==> src/rtl/ttm4_exec_ctrl.sv <==
// ttm4_exec_ctrl -- execution controller for a small CPU core.
//
// Loads a program into instruction memory, holds the CPU in reset for a
// fixed number of cycles, then runs it. While running it can halt on
// request or on a PC breakpoint and single-step from the halted state.
//
// Ports
//   clk, rst         clock, asynchronous active-high reset
//   runReq           pulse: start (from IDLE) or resume (from HALT)
//   stepReq          pulse: execute one instruction (from HALT)
//   haltReq          pulse: stop execution
//   abort            pulse: return to IDLE from any state
//   ldValid/ldData/ldLast/ldReady  loader word stream (valid/ready)
//   pc               current CPU program address
//   brkEn/brkAddr    breakpoint enable and address
//   imWe/imAddr/imWdata  registered instruction-memory write port
//   cpuEn            CPU clock enable (combinational)
//   cpuRst           CPU reset hold
//   state            IDLE=0 LOAD=1 RSTC=2 RUN=3 STEP=4 HALT=5
//   halted/busy      state==HALT / state in {LOAD,RSTC}
//   cycleCnt         saturating count of enabled CPU cycles
module ttm4_exec_ctrl #(
  parameter int RST_CYCLES = 2,
  parameter int CNT_W      = 16
) (
  input  logic             clk,
  input  logic             rst,
  input  logic             runReq,
  input  logic             stepReq,
  input  logic             haltReq,
  input  logic             abort,
  input  logic             ldValid,
  input  logic [14:0]      ldData,
  input  logic             ldLast,
  input  logic [7:0]       pc,
  input  logic             brkEn,
  input  logic [7:0]       brkAddr,
  output logic             ldReady,
  output logic             imWe,
  output logic [7:0]       imAddr,
  output logic [14:0]      imWdata,
  output logic             cpuEn,
  output logic             cpuRst,
  output logic [2:0]       state,
  output logic             halted,
  output logic             busy,
  output logic [CNT_W-1:0] cycleCnt
);

  typedef enum logic [2:0] {
    IDLE = 3'd0,
    LOAD = 3'd1,
    RSTC = 3'd2,
    RUN  = 3'd3,
    STEP = 3'd4,
    HALT = 3'd5
  } state_t;

  localparam logic [CNT_W-1:0] CNT_MAX  = '1;
  localparam logic [3:0]       RST_LAST = 4'(RST_CYCLES - 1);

  state_t     st;
  logic [7:0] ldAddr;
  logic [3:0] rstCnt;
  logic       brkMask;
  logic       accept;
  logic       brkHit;

  assign ldReady = (st == LOAD);
  assign accept  = ldValid & ldReady;
  // brkMask suppresses the breakpoint for the instruction we just halted on,
  // so a resume executes it once instead of re-halting immediately.
  assign brkHit  = brkEn & (pc == brkAddr) & ~brkMask;

  assign cpuRst  = (st == IDLE) | (st == LOAD) | (st == RSTC);
  assign halted  = (st == HALT);
  assign busy    = (st == LOAD) | (st == RSTC);
  assign state   = st;

  // In RUN the enable drops in the same cycle as a halt/abort/breakpoint so
  // the instruction at that PC is not executed.
  always_comb begin
    cpuEn = 1'b0;
    case (st)
      RUN:     cpuEn = ~haltReq & ~abort & ~brkHit;
      STEP:    cpuEn = 1'b1;
      default: cpuEn = 1'b0;
    endcase
  end

  always_ff @(posedge clk or posedge rst) begin
    if (rst) begin
      st       <= IDLE;
      ldAddr   <= '0;
      rstCnt   <= '0;
      brkMask  <= 1'b0;
      cycleCnt <= '0;
      imWe     <= 1'b0;
      imAddr   <= '0;
      imWdata  <= '0;
    end else begin
      // Write port: one-cycle pulse after every accept, even if abort
      // arrives in the same cycle.
      imWe <= accept;
      if (accept) begin
        imAddr  <= ldAddr;
        imWdata <= ldData;
        ldAddr  <= ldAddr + 8'd1;
      end

      if (cpuEn && (cycleCnt != CNT_MAX))
        cycleCnt <= cycleCnt + CNT_W'(1);
      if (cpuEn)
        brkMask <= 1'b0;

      if (abort) begin
        st      <= IDLE;
        ldAddr  <= '0;
        brkMask <= 1'b0;
      end else begin
        case (st)
          IDLE: begin
            if (ldValid) begin
              st     <= LOAD;
              ldAddr <= '0;
            end else if (runReq) begin
              st       <= RSTC;
              rstCnt   <= '0;
              cycleCnt <= '0;
            end
          end
          LOAD: begin
            // Address 255 is the last slot; stop there even without ldLast.
            if (accept && (ldLast || (ldAddr == 8'hFF)))
              st <= IDLE;
          end
          RSTC: begin
            if (rstCnt == RST_LAST)
              st <= RUN;
            else
              rstCnt <= rstCnt + 4'd1;
          end
          RUN: begin
            if (haltReq || brkHit)
              st <= HALT;
          end
          STEP: st <= HALT;
          HALT: begin
            // haltReq outranks step/run and simply keeps us halted.
            if (!haltReq && (stepReq || runReq)) begin
              st      <= stepReq ? STEP : RUN;
              brkMask <= 1'b1;
            end
          end
          default: st <= IDLE;
        endcase
      end
    end
  end

endmodule

==> config.mk <==
export PLATFORM = sky130hd
export DESIGN_NAME = ttm4_exec_ctrl
export DESIGN_NICKNAME = d
export VERILOG_FILES = /design/src/rtl/ttm4_exec_ctrl.sv
export SDC_FILE = /design/constraint.sdc
export NUM_CORES = 1
export LEC_CHECK = 0
export BUFFER_PORTS_ARGS = -buffer_cell sky130_fd_sc_hd__buf_2
export CAP_MARGIN = 40
export CORE_UTILIZATION = 51
export DETAILED_ROUTE_END_ITERATION = 16
export PLACE_DENSITY_LB_ADDON = 0.08
export RECOVER_POWER = 100
export SLEW_MARGIN = 10
export SYNTH_ARGS = -nofsm -noshare
export SYNTH_HDL_FRONTEND = slang
export SYNTH_SLANG_ARGS = --single-unit
==> constraint.sdc <==
create_clock -name clk -period 2.6 [get_ports clk]
set_input_delay 0.13 -clock clk [delete_from_list [all_inputs] [get_ports clk]]
set_output_delay 0.13 -clock clk [all_outputs]
set_load 0.1 [all_outputs]
==> metrics.txt, run 1 <==
# Post-CTS Setup Buffers=0; Post-Synth XOR/XNOR Area=0.0270; Post-Synth Simple-Gate Area=0.205; area leader, netlist=dfrtp_1; vias per inst=5.70; routability cong.=0.811; Area contributors post-synth=dfrtp_1, mux2_2, a21oi_1; Cells after Synth=283; P&R area growth vs syn=19.5%; antenna violations before repair=0; register bit total from synthesis=56; Fmax=415 MHz; Relative slew margins=0.216; Compound-Gate Fraction of Synth Area=0.123; I/O pins=88; Tot Pwr=3.91 mW; largest family of logic cells by synthesized area=simple AND/OR/NAND/NOR gates; H-tree depth=2; worst hold path class=in2reg; worst-margin pin slew=1.18 ns; clock root buffer master=clkbuf_8; IO buf count=87; ANT nets after route=0; Critical Path AT=2.28 ns; first-pass GRT wire length=10.9 mm; DRC=0; Yosys cell types=47; DRT Wirelength=6.24 mm; largest net degree at the start of global routing=31; final worst slack=0.192 ns; clock latency on the worst-skew pair=0.31 ns; EDFF count, synth=0; syn nets=327; fin crit share=0.926; antenna cells=0; clock transition at the registers of the reported paths=0.10 ns; worst clock skew=0.00558 ns; top cell types by occurrence after synthesis=dfrtp_1, mux2_2, nand2_1; die area=6020 µm²; Ys Warns=0; sequential area share after synthesis=0.481; final critical-path required period=2.41 ns; Chip Width=77.6 µm; setup repair after global routing missed its margin=false; non-filler cells, final=440; Setup CP Type=reg2out; Vias=2509; Maximum Capacitance Violations=0; CP Capture Type=output port; status=finished, final reports clean; synthesized area=2920 µm²; GRT overflow=0; syn avg cell area=10.3 µm²; die outline height=77.6 µm; most numerous cell in the Yosys netlist=dfrtp_1; dpl cells=431; DRT iter0 DRCs=113; P per Cell Area=1120 nW/µm²; multiplexer share of the synthesized area=0.113; fraction of layout cells with a size suffix above 1=0.234; total track usage=0.225; FP Rows=27; adder-cell share of the synthesized area=0.0172; Initial Utilization=0.529; Main synth FF type=dfrtp_1; Final Setup Violations=0; total core area=5510 µm²; TritonCTS clock tree=done; vias in the first global route=2418; Async S/R FF share, synth=1.00; CTS Buf Count=5; DR WL/cell=14.2 µm; final hold vios=0; First-pass DRT Iterations=4; CTS sink count=56; clk buf depth=2; startpoint types=flop; Worst EP required=2.47 ns; worst vdd ir=0.848 mV; top-area cell type share of the netlist area=0.481; Final Util=0.633; HPWL Detailed=4.47 mm; r2r setup slk=0.23 ns; Pins Over Slew Limit=0; final-layout fill cell count=502; final net count=411; Lkg Pwr=1.48 nW; setup slack after placement=0.435 ns; Worst Path Max Fanout=29
[sequential cells by signal (all words and copies together), names as in the netlist]
| name | flops |
|---|---|
| imWdata | 15 |
| imAddr | 8 |
| rstCnt | 4 |
| imWe | 1 |
| cycleCnt | 16 |
| ldAddr | 8 |
| state | 3 |
| brkMask | 1 |
[metal layers]
layer,wire length [µm],global-route usage,vias up
met5,0,0,-
met4,74,0.0774,0
met3,302,0.0435,6
met2,3030,0.383,60
met1,2840,0.284,1217
li1,-,-,1226
[cell type report]
cell class / instances / area [µm²] / area share
clock buffer: 6 / 72.6 / 0.0208
inverter: 8 / 30.0 / 0.00862
tap: 72 / 90.1 / 0.0259
clock inverter: 2 / 38.8 / 0.0111
timing repair buffer: 92 / 409 / 0.117
sequential: 56 / 1400 / 0.403
multi-input combinational: 204 / 1440 / 0.413
[path summary, 6_finish.rpt]
path,from,end,depth (start not counted)
max,state[2]$_DFFE_PP0P_,cpuEn,5
min in group asynchronous,rst,cycleCnt[5]$_DFF_PP0_,3
max reg2reg,state[1]$_DFFE_PP0P_,ldAddr[2]$_DFF_PP0_,6
min reg2reg,imAddr[6]$_DFFE_PP0P_,imAddr[6]$_DFFE_PP0P_,1
min,ldData[13],imWdata[13]$_DFFE_PP0P_,2
max in group asynchronous,rst,imAddr[4]$_DFFE_PP0P_,4
[critical path, cell delays in order (launching register included)]
cell      delay (ns)
dfrtp_2         0.54
or3b_1          0.41
nor3b_1         0.16
and4_4          0.30
nor2_4          0.10
clkbuf_2        0.45
[stage by stage]
step,setup TNS (ns),area (µm²),hold WS [ns]
detailed placement,0,3460,0.245
floorplan,-0.0399,2940,0.282
finish,0,3480,0.0386
global route,0,3480,0.0254
global placement,0,3460,0.237
CTS,0,3580,0.0320
[power by group]
group	switching, mW	internal, mW
Sequential	0.156	1.05
Combinational	1.74	0.373
Clock	0.289	0.291
[placed cells by master (no fill, tap or decap), types with 2 or more instances in the layout]
cell,count
nor4_1,3
a211oi_1,4
buf_2,39
ha_1,4
dfrtp_2,2
o211ai_1,3
clkbuf_8,5
o31ai_1,10
nand2_1,21
nor3_1,6
dfrtp_1,54
clkbuf_2,4
nand4_1,10
a21o_1,2
nor2b_1,2
or4_1,8
o21a_1,2
and3_1,3
nand2b_1,2
xor2_1,7
nand3_1,16
mux2i_1,6
or3_1,5
xnor2_1,2
clkbuf_1,48
nor2_1,11
mux2_2,24
nor4b_1,2
or2_2,2
a21oi_1,18
inv_1,8
a211o_1,2
o21ai_0,7
and4_1,3
[logic make-up (layout without fill, tap and decap cells)]
logic type | Yosys count | after routing
and+or+nand+nor | 106 | 106
DFF | 56 | 56
AOI/OAI and AO/OA | 55 | 55
xor gates and xnor gates | 9 | 9
adders and majority gates | 4 | 4
muxes | 30 | 30
buffers and inverters | 23 | 108
[repair_timing]
action | 4_1_cts | 5_1_grt
hold buffers | 1 | 0
hold endpoints to repair | 26 | 0
endpoints found under the setup margin | 0 | 0
resized for setup | 0 | 0
Note: power is estimated with default switching activity, not from simulation.
==> run 2: changes to the inputs <==
- CORE_UTILIZATION: 51 -> 55
- CTS_CLUSTER_SIZE: not set -> 25
- clock period: 2.6 -> 3 ns (I/O delays scaled with it)
==> run 2 against run 1 <==
Against the previous run: largest cell class unchanged; design area shrank 1.0%; sequential share of layout area grew 0.34 points; sequential power shrank 13%; routed wire length shrank 2.7%.
==> metrics.txt, run 2 (synthesis gave the netlist of run 1 again) <==
antenna violations before repair=0 (unchanged); # Post-CTS Setup Buffers=0 (unchanged); worst hold path class=in2reg (unchanged); fraction of layout cells with a size suffix above 1=0.216 (was 0.234); commonest non-fill, non-tap cells in the layout=dfrtp_1, clkbuf_1, buf_2 (unchanged); vias per inst=5.74 (was 5.70); clock transition at the registers of the reported paths=0.10 ns (about the same); Maximum Capacitance Violations=0 (unchanged); P per Cell Area=973 nW/µm² (was 1120 nW/µm²); Pins Over Slew Limit=0 (unchanged); final hold vios=0 (unchanged); status=finished, final reports clean (unchanged); H-tree depth=2 (unchanged); met1 usage=0.324 (was 0.284); met3 Usage GRT=0.0455 (was 0.0435); first-pass GRT wire length=10.2 mm (was 10.9 mm); DRT Wirelength=6.07 mm (was 6.24 mm); cts repair resizes=0 (unchanged); startpoint types=flop (unchanged); Vias=2504 (was 2509); Worst EP required=2.85 ns (was 2.47 ns); Setup CP Type=reg2out (unchanged); Chip Width=74.8 µm (was 77.6 µm); fin crit share=0.865; met2 usage=0.380 (was 0.383); cell area after layout=3450 µm² (was 3480 µm²); Critical Path AT=2.45 ns (was 2.28 ns); TritonCTS clock tree=done (unchanged); CP Capture Type=output port (unchanged); DRT iter0 DRCs=152 (was 113); routability cong.=0.793 (was 0.811); worst-margin pin slew=1.45 ns (was 1.18 ns); final worst slack=0.404 ns (was 0.192 ns); die outline height=74.8 µm (was 77.6 µm); r2r setup slk=0.49 ns (was 0.23 ns); First-pass DRT Iterations=4 (unchanged); GRT Max-Usage Layer=met2 (unchanged); largest register by flop count=cycleCnt (unchanged); FP Rows=26 (was 27); vias in the first global route=2212 (was 2418); worst path bufs/invs=1 (unchanged); CP Cell Sequence=or3b_2, nand2b_1, clkbuf_1 (was or3b_1, nor3b_1, and4_4, nor2_4, clkbuf_2); Relative slew margins=0.0322 (was 0.216); final-layout fill cell count=442 (was 502); P&R area growth vs syn=18.3% (was 19.5%); setup repair after global routing missed its margin=false (unchanged); hold buffer count at CTS=0 (was 1); CTS Buf Count=5 (unchanged); final net count=409 (was 411); antenna cells=0 (unchanged); I/O pins=88 (unchanged); DRC=0 (unchanged); Largest register FFs=16 (unchanged); Worst Path Max Fanout=16 (was 29); clk buf depth=2 (unchanged); Fmax=385 MHz; largest net degree at the start of global routing=40 (was 31); crit-path leading delay family=buffers and inverters (was simple AND/OR/NAND/NOR gates); commonest non-fill, non-tap cell in the layout=dfrtp_1 (unchanged); worst clock skew=0.00622 ns (was 0.00558 ns); clock root buffer master=clkbuf_8 (unchanged); ANT nets after route=0 (unchanged); die area=5600 µm² (was 6020 µm²); Initial Utilization=0.571 (was 0.529); Crit path largest cell delay=0.86 ns (was 0.54 ns); IO buf count=87 (unchanged); CTS sink count=56 (unchanged); Final Setup Violations=0 (unchanged); Lkg Pwr=1.47 nW (was 1.48 nW); registers with the most flip-flops=cycleCnt (16), imWdata (15) (unchanged); GRT overflow=0 (unchanged); DP Area=3420 µm² (was 3460 µm²); HPWL Detailed=4.34 mm (was 4.47 mm); total track usage=0.235 (was 0.225); final critical-path required period=2.60 ns; slowest CP cell=clkbuf_1 (was dfrtp_2); DR WL/cell=13.9 µm (was 14.2 µm); total core area=5110 µm² (was 5510 µm²); setup slack after placement=0.694 ns (was 0.435 ns); worst vdd ir=0.707 mV (was 0.848 mV); clock latency on the worst-skew pair=0.31 ns (about the same)
-- run 2: changes by cell type in the layout (fill, tap and decap cells not counted), moves of 2 or more --
| cell | before | now |
|---|---|---|
| clkbuf_2 | 4 | 1 |
| dfrtp_1 | 54 | 56 |
| clkbuf_1 | 48 | 50 |
| dfrtp_2 | 2 | 0 |
-- run 2: routing by layer --
metal / vias to the layer above / routed length (µm)
met1: 1216 / 2800
met4: 0 / 50
li1: 1216 / -
met2: 68 / 2930
met5: - / 0
met3: 4 / 301
-- run 2: worst paths after layout --
| path | from | to | cells past startpoint |
|---|---|---|---|
| worst max register to register | state[2]$_DFFE_PP0P_ | cycleCnt[13]$_DFF_PP0_ | 6 |
| min in group asynchronous | rst | cycleCnt[5]$_DFF_PP0_ | 2 |
| max in group asynchronous | rst | state[1]$_DFFE_PP0P_ | 3 |
| worst min register to register | imWdata[2]$_DFFE_PP0P_ | imWdata[2]$_DFFE_PP0P_ | 1 |
| worst min-delay path | ldData[10] | imWdata[10]$_DFFE_PP0P_ | 2 |
| worst max-delay path | state[2]$_DFFE_PP0P_ | busy | 3 |
-- run 2: area by class of cell --
type / count / area (µm²) / share of cell area
flip-flops and latches: 56 / 1400 / 0.406
clock buffers: 6 / 72.6 / 0.0210
repair buffers: 90 / 392 / 0.114
clock inverters: 2 / 38.8 / 0.0112
well taps: 70 / 87.6 / 0.0254
multi-input cells: 204 / 1430 / 0.414
inverters: 8 / 30.0 / 0.00871
-- run 2: report_power, final --
group          switching [mW]  total, mW  internal (mW)
Combinational            1.49       1.80          0.311
Clock                   0.248      0.500          0.253
Sequential              0.142       1.05          0.912
-- run 2: through the flow --
step | hold slack [ns] | utilization | std cells | power [mW] | setup TNS, ns
after floorplan | 0.302 | - | 283 | 2.64 | -0.139
after global placement | 0.342 | 0.670 | 428 | 2.91 | 0
after detailed placement | 0.350 | 0.670 | 428 | 2.93 | 0
after CTS | 0.0118 | 0.691 | 436 | 3.44 | 0
after global routing | 0.0515 | 0.675 | 436 | 3.52 | 0
final | 0.0575 | 0.675 | 436 | 3.36 | 0
